File: config.mk
export PLATFORM = sky130hd
export DESIGN_NAME = exp_accel_avalon
export DESIGN_NICKNAME = d
export VERILOG_FILES = /design/src/rtl/exp_accel_avalon.sv
export SDC_FILE = /design/constraint.sdc
export NUM_CORES = 2
export LEC_CHECK = 0
export CORE_MARGIN = 10
export CORE_UTILIZATION = 47
export CTS_BUF_LIST = sky130_fd_sc_hd__clkbuf_16
export DETAILED_ROUTE_END_ITERATION = 12
export SLEW_MARGIN = 10
export SYNTH_ARGS = -nofsm -noshare
export SYNTH_HDL_FRONTEND = slang
export SYNTH_SLANG_ARGS = --single-unit
File: constraint.sdc
create_clock -name clk -period 7.7 [get_ports clk]
set_input_delay 1.925 -clock clk [delete_from_list [all_inputs] [get_ports clk]]
set_output_delay 1.925 -clock clk [all_outputs]
set_load 0.02 [all_outputs]
File: src/rtl/exp_accel_avalon.sv
// exp_accel_avalon: Avalon-MM square-and-multiply power unit, BASE^EXP mod 2^WIDTH with sticky overflow; define EXP_ACCEL_IRQ_EN to implement IE and irq
module exp_accel_avalon #(
  parameter int WIDTH = 32
) (
  input  logic             clk,
  input  logic             reset_n,
  input  logic [2:0]       address,
  input  logic             write,
  input  logic [WIDTH-1:0] writedata,
  input  logic             read,
  output logic [WIDTH-1:0] readdata,
  output logic             irq
);
  localparam logic [0:0] IDLE = 1'b0;
  localparam logic [0:0] RUN  = 1'b1;
  logic [0:0]         state;
  logic [WIDTH-1:0]   base_r, exp_r, result_r, acc, b, e, rmux;
  logic [2*WIDTH-1:0] pa, pb;
  logic               busy, ie, done, ovf, bovf, wr_ctrl;
  assign busy    = state == RUN;
  assign wr_ctrl = write && address == 3'd0;
  assign pa      = acc * b;
  assign pb      = b * b;
  assign irq     = done & ie;
`ifdef EXP_ACCEL_IRQ_EN
  // interrupt enable stays writable even while a computation runs
  always_ff @(posedge clk or negedge reset_n)
    if (!reset_n) ie <= 1'b0;
    else if (wr_ctrl) ie <= writedata[1];
`else
  assign ie = 1'b0;
`endif
  // register file read mux; unmapped addresses read as zero
  always_comb begin
    rmux = address == 3'd0 ? {{(WIDTH-4){1'b0}}, ovf, done, ie, busy} :
           address == 3'd1 ? base_r :
           address == 3'd2 ? exp_r :
           address == 3'd3 ? result_r : '0;
  end
  // read data is registered, giving a read latency of one cycle
  always_ff @(posedge clk or negedge reset_n)
    if (!reset_n) readdata <= '0;
    else if (read) readdata <= rmux;
  // operand registers, control FSM and one exponent bit per RUN cycle
  always_ff @(posedge clk or negedge reset_n)
    if (!reset_n) begin
      state    <= IDLE;
      base_r   <= '0;
      exp_r    <= '0;
      result_r <= '0;
      acc      <= '0;
      b        <= '0;
      e        <= '0;
      done     <= 1'b0;
      ovf      <= 1'b0;
      bovf     <= 1'b0;
    end else begin
      if (wr_ctrl && writedata[2]) done <= 1'b0;
      if (state == IDLE) begin
        if (write && address == 3'd1) base_r <= writedata;
        if (write && address == 3'd2) exp_r <= writedata;
        if (wr_ctrl && writedata[0]) begin
          acc   <= {{(WIDTH-1){1'b0}}, 1'b1};
          b     <= base_r;
          e     <= exp_r;
          done  <= 1'b0;
          ovf   <= 1'b0;
          bovf  <= 1'b0;
          state <= RUN;
        end
      end else if (e == '0) begin
        result_r <= acc;
        done     <= 1'b1;
        state    <= IDLE;
      end else begin
        if (e[0]) begin
          acc <= pa[WIDTH-1:0];
          ovf <= ovf | (|pa[2*WIDTH-1:WIDTH]) | bovf;
        end
        b    <= pb[WIDTH-1:0];
        bovf <= bovf | (|pb[2*WIDTH-1:WIDTH]);
        e    <= e >> 1;
      end
    end
endmodule

==> flow_metrics.py <==
metrics = {
    "floorplan": {
        "initial_core_util": 0.473,
        "die_y_um": 411,
        "die_area_sq_mm": 0.169,
        "pin_count": 72,
        "num_rows": 143,
        "core-area_sq_mm": 0.152,
        "fp.dieW_um": 411,
    },
    "routing": {
        "drc": 0,
        "vias": 53300,
        "via_per_inst": 5.20,
        "first_iter_violations": 2973,
        "wl_mm": 204,
        "wl_per_cell_um": 19.9,
        "antenna_left": 0,
        "drtPass1Iterations": 5,
    },
    "yosys": {
        "synth_ff_type": "dfrtp_1",
        "netlist_instances": 7557,
        "yosys.area.top_type": "fa_1",
        "synth_area_per_cell_sq_um": 9.50,
        "yosys_warnings": 0,
        "netlist_top_cells_count": "fa_1, inv_1, nand2_1",
        "yosysSeqAreaShare": 0.0795,
        "yosys-top-cells-area": "fa_1, ha_1, inv_1",
        "synth.most_common_cell": "fa_1",
        "synthDistinctLibCells": 78,
        "synth_top_area_share": 0.478,
        "async_flop_share": 1.00,
        "syn_nets": 9838,
        "synth_edf_count": 0,
        "netlist_area_sq_mm": 0.0718,
        "synth_seq_cells": 228,
    },
    "timing": {
        "setup_viol": 2,
        "fin_crit_ps": 8280,
        "layout_setup_ws_ps": -581,
        "tightest_slew_ps": 1140,
        "grt_setup_unrepaired": "true",
        "slew_headroom": 0.239,
        "final.period_utilization": 1.08,
        "hold_viol": 0,
        "fin_skew_ps": 26.2,
        "finalMaxSlewViolations": 0,
        "max_freq_ghz": 0.121,
    },
    "global_routing": {
        "gr-usage-all-layers": 0.250,
        "grt_overflow_total": 0,
        "antenna_found_initial": 7,
        "grt_pass1_wl_mm": 334,
        "grt_max_degree": 122,
        "grt_pass1_vias": 60400,
    },
    "clock_network": {
        "root_buffer": "clkbuf_16",
        "clock_latency_ps": 640,
        "cts_made_buffers": 30,
        "hold_buffers": 0,
        "clockBufferDepth": 3,
        "h-tree-depth": 1,
        "clkTransAtPathRegs_ps": 70,
        "clock_sinks": 228,
        "cts_tree": "yes",
    },
    "critical_path": {
        "crit_path_end_kind": "flop",
        "critPathRequiredTime_ps": 8200,
        "critPathKind": "reg -> reg",
        "crit_path_start_kind": "flop",
        "cp.arrival_ps": 8780,
        "crit_fanout": 21,
    },
    "final_layout": {
        "drive_above_1_share": 0.155,
        "fillers": 13700,
        "area_growth_pct": 16.2,
        "fin_nets": 10500,
        "post-route-util": 0.549,
    },
    "status": {
        "status": "complete, but fails checks",
        "violations": "negative setup slack",
    },
    "placement": {
        "dp_hpwl_mm": 176,
        "port_buffers": 70,
        "gp_congestion": 0.912,
        "pre_cts_slack_ps": -877,
    },
    "worst_hold_path": {
        "hp-class": "reg -> reg",
    },
    "job": {
        "drv_cap": 0,
    },
}
-- placed cells by master, fill, tap and decap left out, types with 16 or more instances in the layout --
cell / synthesis / routed
o21bai_1: 22 / 20
a21oi_2: 1 / 17
clkdlybuf4s50_1: 0 / 68
buf_4: 1 / 860
nand2_1: 909 / 908
a22oi_1: 33 / 32
clkbuf_16: 0 / 30
mux2_2: 130 / 130
nand4_1: 44 / 44
xnor2_1: 61 / 61
and2_1: 830 / 828
inv_1: 1686 / 1688
nor2_1: 114 / 110
fa_1: 1714 / 1711
o22ai_1: 32 / 32
buf_12: 0 / 105
a21o_1: 40 / 40
nand2b_1: 16 / 16
a21oi_1: 156 / 137
nor3_1: 27 / 23
ha_1: 528 / 519
nor2b_1: 20 / 19
o21a_1: 21 / 21
dfrtp_1: 228 / 191
o21ai_0: 187 / 172
mux2i_1: 62 / 62
xor2_1: 51 / 50
nand3_1: 22 / 22
dfrtp_2: 0 / 34
-- flip-flops by register name (all words and copies together) (netlist names) --
name / flops
busy: 1
ovf: 1
e: 32
b: 32
base_r: 32
readdata: 32
done: 1
result_r: 32
exp_r: 32
bovf: 1
acc: 32
-- worst max-delay path, cell delays in order, from the launching register on --
cell and delay (ps):
dfrtp_2 500, buf_12 200, buf_4 160, and2_1 160, fa_1 520, inv_1 60
fa_1 560, fa_1 450, fa_1 580, fa_1 440, fa_1 460, fa_1 580
inv_1 60, ha_1 180, ha_1 320, a21oi_1 180, o21ai_0 160, a211oi_1 620
o2111ai_1 160, or3_1 380, nor4_1 280, nand4_1 200, nor4_4 300, nand4_1 160
nor4b_2 270, a41oi_1 160
-- routing by layer --
| layer | part of all wire | global-route usage | up-vias |
|---|---|---|---|
| met3 | 0.037 | 0.0175 | 363 |
| met4 | 0.049 | 0.0991 | 8 |
| met2 | 0.51 | 0.440 | 1249 |
| li1 | - | - | 23900 |
| met5 | 0.00024 | 0 | - |
| met1 | 0.41 | 0.319 | 27900 |
-- area by class of cell --
| type | count | area [sq um] | area share |
|---|---|---|---|
| diodes | 2 | 5.00 | 0.0000600 |
| clock buffers | 30 | 751 | 0.00899 |
| clock inverters | 25 | 198 | 0.00237 |
| inverters | 1686 | 6330 | 0.0759 |
| multi-input cells | 5217 | 58500 | 0.701 |
| flip-flops and latches | 228 | 5760 | 0.0690 |
| well taps | 2030 | 2540 | 0.0304 |
| repair buffers | 1042 | 9340 | 0.112 |
-- per-stage QoR --
step / cells / cell area [sq um] / setup TNS [ps] / hold WS, ps
after floorplan: 7557 / 72000 / 0 / 450
after global placement: 10200 / 82000 / -1430 / 490
after detailed placement: 10200 / 82000 / -1580 / 501
after CTS: 10300 / 83100 / -1220 / 511
after global routing: 10300 / 83500 / -1760 / 539
final: 10300 / 83500 / -1140 / 505
-- kinds of logic after synthesis --
kind of cell | Yosys count | synth area share
flip-flops | 228 | 0.0795
adder cells (fa/ha/maj) | 2242 | 0.570
AO/OA/AOI/OAI | 629 | 0.0554
XOR/XNOR | 112 | 0.0137
buffers and inverters | 2112 | 0.110
multiplexers | 193 | 0.0293
other | 1 | 0.0000522
AND/OR/NAND/NOR | 2040 | 0.142
-- worst paths after layout --
path	start	endpoint	slack (ps)	depth (start not counted)
setup reg to reg	b[18]	bovf	-580	25
min in group asynchronous	reset_n	base_r[10]	1230	1
hold / removal	e[13]	e[13]	500	2
setup / recovery	b[18]	bovf	-580	25
max in group asynchronous	reset_n	acc[21]	5270	2
hold reg to reg	e[13]	e[13]	500	2
-- timing repair --
| item | in CTS | in global routing |
|---|---|---|
| pin swaps | 3 | 18 |
| setup endpoints to repair | 2 | 10 |
| gates resized for setup | 22 | 62 |
| cloned | 0 | 0 |
| setup buffers | 10 | 7 |
Power is left out: the tool's default activity adds up to more than one toggle a clock period on the data nets, which glitch-free logic cannot reach.
